$ cat src/rtl/wide_add_sequencer_pkg.sv
// Shared types and default sizing for the multi-precision add/subtract sequencer.
package wide_add_sequencer_pkg;

    localparam int unsigned DefDataWidth = 8;
    localparam int unsigned DefNumChunks = 4;

    typedef enum logic [1:0] {
        StIdle,
        StRun,
        StDone
    } state_e;

endpackage

$ cat src/rtl/wide_add_sequencer_chunk_adder.sv
// Combinational ripple-carry adder for one chunk, built from full-adder cells.
module wide_add_sequencer_chunk_adder
    import wide_add_sequencer_pkg::*;
#(
    parameter int unsigned DataWidth = DefDataWidth
) (
    input  logic [DataWidth-1:0] a,
    input  logic [DataWidth-1:0] b,
    input  logic                 cin,
    output logic [DataWidth-1:0] sum,
    output logic                 cout
);

    logic [DataWidth:0] carry;

    assign carry[0] = cin;

    for (genvar i = 0; i < DataWidth; i++) begin : g_fa
        assign sum[i]     = a[i] ^ b[i] ^ carry[i];
        assign carry[i+1] = (a[i] & b[i]) | (carry[i] & (a[i] ^ b[i]));
    end

    assign cout = carry[DataWidth];

endmodule

$ cat src/rtl/wide_add_sequencer.sv
// Wide add/subtract controller: one shared chunk adder, one chunk per cycle, LSB chunk first.
module wide_add_sequencer
    import wide_add_sequencer_pkg::*;
#(
    parameter int unsigned DATA_WIDTH = DefDataWidth,
    parameter int unsigned NUM_CHUNKS = DefNumChunks
) (
    input  logic                             clk,
    input  logic                             reset,
    input  logic [DATA_WIDTH*NUM_CHUNKS-1:0] din_a,
    input  logic [DATA_WIDTH*NUM_CHUNKS-1:0] din_b,
    input  logic                             din_sub,
    input  logic                             din_valid,
    output logic                             din_ready,
    output logic [DATA_WIDTH*NUM_CHUNKS:0]   dout,
    output logic                             dout_valid,
    input  logic                             dout_ready,
    output logic                             busy
);

    localparam int unsigned W    = DATA_WIDTH * NUM_CHUNKS;
    localparam int unsigned IdxW = (NUM_CHUNKS > 1) ? $clog2(NUM_CHUNKS) : 1;
    localparam logic [IdxW-1:0] LastIdx = IdxW'(NUM_CHUNKS - 1);

    state_e                state_q;
    logic [W-1:0]          a_q, b_q;
    logic                  carry_q;
    logic [IdxW-1:0]       idx_q;
    logic [W:0]            result_q, result_d;
    logic                  din_ready_q, dout_valid_q, busy_q;
    logic [DATA_WIDTH-1:0] a_chunk, b_chunk, sum;
    logic                  cout;

    always_comb begin
        a_chunk = '0;
        b_chunk = '0;
        for (int unsigned i = 0; i < NUM_CHUNKS; i++) begin
            if (idx_q == IdxW'(i)) begin
                a_chunk = a_q[i*DATA_WIDTH +: DATA_WIDTH];
                b_chunk = b_q[i*DATA_WIDTH +: DATA_WIDTH];
            end
        end
    end

    wide_add_sequencer_chunk_adder #(
        .DataWidth(DATA_WIDTH)
    ) u_chunk_adder (
        .a   (a_chunk),
        .b   (b_chunk),
        .cin (carry_q),
        .sum (sum),
        .cout(cout)
    );

    // Write-enable decode: only the current chunk slot (and the carry bit on the last chunk).
    always_comb begin
        result_d = result_q;
        for (int unsigned i = 0; i < NUM_CHUNKS; i++) begin
            if (idx_q == IdxW'(i)) begin
                result_d[i*DATA_WIDTH +: DATA_WIDTH] = sum;
            end
        end
        if (idx_q == LastIdx) begin
            result_d[W] = cout;
        end
    end

    always_ff @(posedge clk) begin
        if (reset) begin
            state_q      <= StIdle;
            a_q          <= '0;
            b_q          <= '0;
            carry_q      <= 1'b0;
            idx_q        <= '0;
            result_q     <= '0;
            din_ready_q  <= 1'b1;
            dout_valid_q <= 1'b0;
            busy_q       <= 1'b0;
        end else begin
            case (state_q)
                StIdle: begin
                    if (din_valid) begin
                        a_q         <= din_a;
                        b_q         <= din_sub ? ~din_b : din_b;
                        carry_q     <= din_sub;
                        idx_q       <= '0;
                        result_q    <= '0;
                        state_q     <= StRun;
                        din_ready_q <= 1'b0;
                        busy_q      <= 1'b1;
                    end
                end
                StRun: begin
                    result_q <= result_d;
                    carry_q  <= cout;
                    if (idx_q == LastIdx) begin
                        state_q      <= StDone;
                        dout_valid_q <= 1'b1;
                    end else begin
                        idx_q <= idx_q + 1'b1;
                    end
                end
                StDone: begin
                    if (dout_ready) begin
                        state_q      <= StIdle;
                        dout_valid_q <= 1'b0;
                        busy_q       <= 1'b0;
                        din_ready_q  <= 1'b1;
                    end
                end
                default: state_q <= StIdle;
            endcase
        end
    end

    assign din_ready  = din_ready_q;
    assign dout_valid = dout_valid_q;
    assign busy       = busy_q;
    assign dout       = result_q;

endmodule

$ cat config.mk
export PLATFORM = sky130hd
export DESIGN_NAME = wide_add_sequencer
export DESIGN_NICKNAME = d
export VERILOG_FILES = /design/src/rtl/wide_add_sequencer_pkg.sv /design/src/rtl/wide_add_sequencer_chunk_adder.sv /design/src/rtl/wide_add_sequencer.sv
export SDC_FILE = /design/constraint.sdc
export NUM_CORES = 1
export LEC_CHECK = 0
export ABC_CLOCK_PERIOD_IN_PS = 7800
export BUFFER_PORTS_ARGS = -buffer_cell sky130_fd_sc_hd__buf_2
export CAP_MARGIN = 15
export CORE_MARGIN = 3
export CORE_UTILIZATION = 51
export CTS_CLUSTER_SIZE = 20
export DETAILED_ROUTE_END_ITERATION = 16
export HOLD_SLACK_MARGIN = 0.08
export PLACE_DENSITY = 0.73
export SKIP_LAST_GASP = 1
export SYNTH_ARGS = -nofsm -noshare
export SYNTH_HDL_FRONTEND = slang
export SYNTH_SLANG_ARGS = --single-unit
$ cat constraint.sdc
create_clock -name clk -period 7.8 [get_ports clk]
set_clock_uncertainty 0.2 [all_clocks]
set_input_delay 0.78 -clock clk [delete_from_list [all_inputs] [get_ports clk]]
set_output_delay 0.78 -clock clk [all_outputs]
set_load 0.1 [all_outputs]
==> results by group, run 1 <==
Outcome
  • Status: finished, final reports clean

Power
  • Sw Ratio: 32.61%
  • Worst IR Drop VDD: 102.7 uV
  • Sw Pwr: 391.8 uW
  • Flop pwr share: 49.6%
  • Pwr dens: 223.2 nW/um^2
  • Clk pwr share: between 20% and 30%
  • Gate power share: 21.4%
  • Lkg Pwr: between 0.002 and 0.0025 uW
  • Int Power: 809.9 uW

Yosys
  • Number of flops mapped to enable cells by yosys: 0
  • Syn Area/Cell: 9.206 sq um
  • Post-synth top flop: dfxtp_1
  • Ys Warns: 0
  • Syn Std Cell Area: roughly 4700 sq um
  • Synth cell types: 42
  • Seq/Total Area, Yosys: 44.60%
  • Post-synthesis cell count: between 500 and 600
  • Fraction of registers with async set/reset: 0%
  • FF+latch count, synth: between 100 and 150
  • Syn_nets: slightly below 600

Placed design
  • Detail Placement HPWL: 8327 um
  • IO buf count: 104
  • Place WS: 2.083 ns
  • Gpl congestion: roughly 0.82

Routing
  • Initial DRC Count: 184
  • Vias/cell: between 5 and 6
  • Drt drc: 0
  • Final ANT Viol Nets: 0
  • Pre-antenna DRT Iters: 8
  • Via count: 3876
  • Detailed Route WL: 11300 um
  • Detailed-route wire length per cell: 16.19 um

Worst setup path
  • Crit-path max FO: 20
  • WP data arrival: 5.88 ns
  • Worst Path Required: between 7 and 8 ns
  • CP Capture Type: flip-flop
  • Path depth of the worst reg2reg path: 15
  • Worst setup path class: reg -> reg
  • Category of the worst setup path launch point: flip-flop

Clocking
  • Cts bufs inserted: 9
  • CTS tree: yes
  • Clk buf depth: 2
  • Root Driver: clkbuf_8
  • Clk pin slew, worst setup/hold paths: 0.10 ns
  • Clock Sinks: 105
  • Number of post-CTS setup repair buffers: 0
  • Post-CTS sizing: 0
  • H-tree depth: 3
  • Hold Buf Count CTS: 0
  • Clk Latency, worst-skew pair: about 0.38 ns

Timing
  • Final setup viols: 0
  • Hold Vio Cnt, Final: 0
  • Setup TNS Final: 0 ns
  • RSZ-0062 raised after global routing: false
  • Max-slew headroom: 29.79%
  • Max Clk Rate: between 150 and 200 MHz
  • Final Hold Slack: 0.2643 ns
  • Post-layout min period: 5.779 ns
  • Worst slew pin tran: between 1 and 1.5 ns
  • Slew Limit Fails: 0
  • Tcrit/Tclk final: 74.08%
  • PnR worst setup slack: between 2 and 2.5 ns

Floorplanning
  • Core Rows: 34
  • Die Wd: 102.1 um
  • Core footprint: 8848 sq um
  • Ports: 105
  • Die area: roughly 10000 sq um
  • DIE HEIGHT: 102.1 um
  • Initial Utilization: 53.27%

Global routing
  • Gr ovfl total: 0
  • Largest net degree at the start of global routing: 81
  • Initial antenna violation count: 0
  • GRT Overall Usage: 21.87%
  • First-pass GRT wire length: 17820 um
  • Vias in the first global route: around 3600

Hold path
  • Hold WC Path Type: reg -> reg
  • WHS Path Cells: 2

Final layout
  • Share of layout cells above drive strength 1: 23.39%
  • Number of fill cells: 818
  • Total Nets Final: 667
  • Synth-to-layout area growth: 14.23%
  • N_diodes: 0

Run
  • Max-cap violation count: 0
final timing paths:
path,slack (ns),to,from
worst min-delay path,0.26,a_q[21]$_SDFFE_PP0P_,a_q[21]$_SDFFE_PP0P_
worst max register to register,2.02,dout[31]$_SDFFE_PP0P_,idx_q[0]$_SDFFE_PP0P_
worst min register to register,0.26,a_q[21]$_SDFFE_PP0P_,a_q[21]$_SDFFE_PP0P_
worst max-delay path,2.02,dout[31]$_SDFFE_PP0P_,idx_q[0]$_SDFFE_PP0P_
stage by stage:
stage	power (uW)	util [%]	instance area [sq um]	std cells
2_1_floorplan	798.7	-	4713	512
3_3_place_gp	860.8	58.46	5172	682
3_5_place_dp	867.3	58.46	5172	682
4_1_cts	1205	60.72	5373	697
5_1_grt	1255	60.85	5384	698
6_report	1202	60.85	5384	698
Yosys cell counts, types with 7 or more instances:
master	n	share of area [%]
dfxtp_1	105	45
nand2_1	82	6.5
a21oi_1	39	4.1
nor2_1	38	3.0
a211oi_1	31	4.9
xnor2_1	30	5.6
buf_2	20	2.1
a32o_1	18	3.8
clkbuf_1	16	1.3
nor2b_1	14	1.9
a221oi_1	13	2.4
o31ai_1	12	1.9
inv_1	9	0.72
fa_1	8	3.4
o2bb2ai_1	8	1.5
a22o_1	7	1.3
nand2b_1	7	0.93
cell usage in the layout (no fill, tap or decap), types with 7 or more instances in the layout:
cell       instances
a21oi_1           39
o2bb2ai_1          8
a211oi_1          31
o31ai_1           12
a32o_1            18
dfxtp_1          105
xnor2_1           30
buf_2            104
a221oi_1          13
a22o_1             7
nand2b_1           7
nor2b_1           14
clkbuf_8           9
nor2_1            38
fa_1               8
nand2_1           82
inv_1              9
power groups by stage:
| stage | Clock (uW) | Combinational (uW) | Sequential [uW] |
|---|---|---|---|
| 6_report | 348 | 258 | 596 |
| 5_1_grt | 372 | 282 | 600 |
| 4_1_cts | 350 | 259 | 596 |
| 3_5_place_dp | 0 | 259 | 609 |
| 3_3_place_gp | 0 | 252 | 608 |
| 2_1_floorplan | 0 | 144 | 655 |
sequential cells by signal, indices dropped and copies added, names as in the netlist:
register / flops
dout_valid: 1
a_q: 32
carry_q: 1
busy: 1
dout: 33
idx_q: 2
din_ready: 1
state_q: 2
b_q: 32
layer usage:
metal / GRT usage, % / vias to the layer above / wire length (um)
met5: 0 / - / 0
met4: 6.559 / 0 / 133
met3: 3.481 / 11 / 580
met2: 36.93 / 106 / 5578
met1: 28.93 / 1797 / 5010
li1: - / 1962 / -
worst max-delay path, cell delays in order, from the launching register on:
cell and delay [ns]:
dfxtp_1 0.45, ha_1 0.61, nor2b_1 0.39, a221oi_1 0.34, o31ai_1 0.14, fa_1 0.42
fa_1 0.39, fa_1 0.39, fa_1 0.39, fa_1 0.40, fa_1 0.37, inv_1 0.08
fa_1 0.18, fa_1 0.43, or3_1 0.35, a31oi_1 0.16
layout make-up:
type | count | area, sq um | area share, %
multi-input combinational | 352 | 2355 | 43.74
sequential | 105 | 2102 | 39.04
timing repair buffer | 108 | 554.3 | 10.30
tap | 108 | 135.1 | 2.510
clock buffer | 9 | 123.9 | 2.301
clock inverter | 6 | 76.32 | 1.418
inverter | 10 | 37.54 | 0.6972
kinds of logic (layout without fill, tap and decap cells):
logic type               count (synthesis)  in the layout  synth area share (%)
flip-flops                             105            105                 44.60
multiplexers                             4              4                0.9556
buffers and inverters                   55            133                 5.548
XOR/XNOR                                32             32                 5.946
AO/OA/AOI/OAI                          151            151                 24.02
AND/OR/NAND/NOR                        153            153                 14.47
adder cells (fa/ha/maj)                 12             12                 4.460
(Power assumes the default switching activity.)
==> inputs of run 2 (changes only) <==
- ABC_AREA: unset -> 1
- ABC_CLOCK_PERIOD_IN_PS: 7800 -> 5550
- PLACE_DENSITY: 0.73 -> 0.72
- clock period: 7.8 -> 5.55 ns (I/O delays scaled with it)
==> results by group, run 2 <==
Clocking
  • Clock Sinks: 105 (unchanged)
  • Clk buf depth: 2 (unchanged)
  • H-tree depth: 3 (unchanged)
  • Clk pin slew, worst setup/hold paths: 0.10 ns (about the same)
  • Clk Latency, worst-skew pair: 0.36 ns (-0.02 ns)
  • CTS tree: yes
  • Post-CTS sizing: 0 (unchanged)
  • Number of post-CTS setup repair buffers: 0 (unchanged)
  • Cts bufs inserted: 9 (unchanged)
  • Root Driver: clkbuf_8
  • Hold Buf Count CTS: 0 (unchanged)

Final layout
  • Total Nets Final: 819 (+23%)
  • Synth-to-layout area growth: 13.58%
  • Share of layout cells above drive strength 1: 20.46% (-2.9 points)
  • Final Non-Filler Cells: 872 (+25%)
  • Max reg flops: 33 (unchanged)
  • N_diodes: 0 (unchanged)
  • Number of fill cells: 875 (+7.0%)
  • Fin area: 5620 sq um (+4.4%)
  • Most common cell after layout, fill and taps aside: nand2_1
  • Most frequent cells in the layout: 185 x nand2_1, 105 x dfxtp_1, 104 x buf_2

Routing
  • Vias/cell: 5.017 (-9.6%)
  • Via count: 4375 (+13%)
  • Detailed Route WL: 12130 um (+7.3%)
  • Detailed-route wire length per cell: 13.91 um (-14%)
  • Final ANT Viol Nets: 0 (unchanged)
  • Pre-antenna DRT Iters: 5 (-3)
  • Drt drc: 0 (unchanged)
  • Initial DRC Count: 291 (+58%)

Worst setup path
  • Worst Path Required: 5.65 ns (-2.25 ns)
  • Worst setup path class: reg -> reg
  • WP data arrival: 5.36 ns (-0.52 ns)
  • Crit-path max FO: 16 (-20%)
  • CP Capture Type: flip-flop
  • Category of the worst setup path launch point: flip-flop

Global routing
  • First-pass GRT wire length: 19790 um (+11%)
  • GRT Overall Usage: 22.09% (+0.22 points)
  • Initial antenna violation count: 0 (unchanged)
  • Largest net degree at the start of global routing: 83 (+2.5%)
  • Gr ovfl total: 0 (unchanged)
  • Vias in the first global route: 4054 (+11%)

Yosys
  • Number of flops mapped to enable cells by yosys: 0 (unchanged)
  • Post-synth top area share: 42.48% (-2.1 points)
  • Syn Area/Cell: 7.509 sq um (-18%)
  • Area leader, netlist: dfxtp_1
  • Post-synth top cells: 185 x nand2_1, 105 x dfxtp_1, 100 x nor2_1
  • Synth cell types: 28 (-33%)
  • FF+latch count, synth: 105 (unchanged)
  • Most frequent cell after synthesis: nand2_1
  • Syn Std Cell Area: 4948 sq um (+5.0%)
  • Seq/Total Area, Yosys: 42.48% (-2.1 points)
  • Post-synthesis cell count: 659 (+29%)
  • Ys Warns: 0 (unchanged)
  • Syn_nets: 740 (+25%)
  • Ranking of synthesized cells by area: dfxtp_1 42%, nand2_1 14%, a21oi_1 7.7%, nor2_1 7.6%, xor2_1 5.7%
  • Fraction of registers with async set/reset: 0% (unchanged)
  • Post-synth top flop: dfxtp_1

Floorplanning
  • Initial Utilization: 53.05% (-0.21 points)
  • Die Wd: 104.5 um (+2.3%)
  • Core footprint: 9328 sq um (+5.4%)
  • DIE HEIGHT: 104.5 um (+2.3%)
  • Die area: 10920 sq um (+4.7%)
  • Ports: 105 (unchanged)
  • Core Rows: 35 (+2.9%)

Hold path
  • Hold WC Path Type: in -> reg

Timing
  • Setup TNS Final: 0 ns (unchanged)
  • Hold Vio Cnt, Final: 0 (unchanged)
  • RSZ-0062 raised after global routing: false
  • Slew Limit Fails: 0 (unchanged)
  • Max Clk Rate: 190.2 MHz (+9.9%)
  • Worst slew pin tran: 0.9884 ns (-0.06473 ns)
  • Post-layout min period: 5.257 ns (-0.5215 ns)
  • Tcrit/Tclk final: 94.72% (+21 points)
  • Final setup viols: 0 (unchanged)
  • Max-slew headroom: 34.03% (+4.2 points)

Power
  • Lkg Pwr: 0.002549 uW (+19%)
  • Total power: 1857 uW (+55%)
  • Pwr dens: 330.5 nW/um^2 (+48%)
  • Worst IR Drop VDD: 182.3 uV (+78%)

Placed design
  • Gpl congestion: 0.8305 (+1.2%)
  • Placed insts: 856 (+26%)
  • IO buf count: 104 (unchanged)
  • Post-DP Area: 5414 sq um (+4.7%)
  • Detail Placement HPWL: 8796 um (+5.6%)

Run
  • Max-cap violation count: 0 (unchanged)

Outcome
  • Status: finished, final reports clean
-- run 2: changes by cell type after synthesis, sizes merged, moves of 14 or more --
cell,delta
nor2,+65
a21oi,+43
nor2b,-14
o21ai,+34
a32o,-18
a211oi,-33
xor2,+30
nand2,+114
xnor2,-30
-- run 2: power breakdown --
part / internal (uW) / switching (uW) / leakage [uW]
combinational: 140 / 383 / 0.00159
sequential: 815 / 41.8 / 0.000863
clock: 213 / 265 / 0.0000966
total: 1170 / 690 / 0.00255
-- run 2: cell families after synthesis --
group / Yosys count / synth area share (%)
xor gates and xnor gates: 32 / 5.664
DFF: 105 / 42.48
and+or+nand+nor: 312 / 25.64
AOI/OAI and AO/OA: 137 / 15.35
adders and majority gates: 12 / 4.248
buffers and inverters: 61 / 6.625
-- run 2: worst max-delay path, cell delays in order, from the launching register on --
cell and delay (ns):
dfxtp_1 0.40, ha_1 0.42, inv_1 0.34, o211ai_1 0.20, nand2_1 0.10, fa_1 0.41, fa_1 0.39, fa_1 0.39
fa_1 0.39, fa_1 0.39, fa_1 0.36, inv_1 0.07, fa_1 0.18, fa_1 0.41, nor2_1 0.30, nand2_1 0.10
a21oi_1 0.14
-- run 2: final timing paths --
path	cells after the start	from	slack, ns	end
setup / recovery	16	idx_q[0]$_SDFFE_PP0P_	0.29	dout[7]$_SDFFE_PP0P_
hold / removal	3	din_a[3]	0.24	a_q[3]$_SDFFE_PP0P_
setup reg to reg	16	idx_q[0]$_SDFFE_PP0P_	0.29	dout[7]$_SDFFE_PP0P_
hold reg to reg	2	dout[19]$_SDFFE_PP0P_	0.26	dout[19]$_SDFFE_PP0P_
-- run 2: layer usage --
metal,global-route usage [%],routed length (um),vias up
met5,0,0,-
met4,5.413,142,0
met3,4.904,804,13
met2,35.15,5705,141
met1,30.51,5481,1965
li1,-,-,2256
-- run 2: cell type report --
type | count | area, sq um | share of cell area [%]
multi-input combinational | 493 | 2521 | 44.86
sequential | 105 | 2102 | 37.40
timing repair buffer | 108 | 550.5 | 9.795
tap | 129 | 161.4 | 2.872
clock buffer | 9 | 123.9 | 2.204
inverter | 21 | 85.08 | 1.514
clock inverter | 7 | 76.32 | 1.358
-- run 2: through the flow --
step	hold slack, ns	util, %	worst slack, ns
after floorplan	0.2409	-	0.7185
after global placement	0.2374	58.04	0.4998
after detailed placement	0.2509	58.04	0.3356
after CTS	0.2286	60.19	0.3230
after global routing	0.2295	60.25	0.01336
final	0.2385	60.25	0.2928
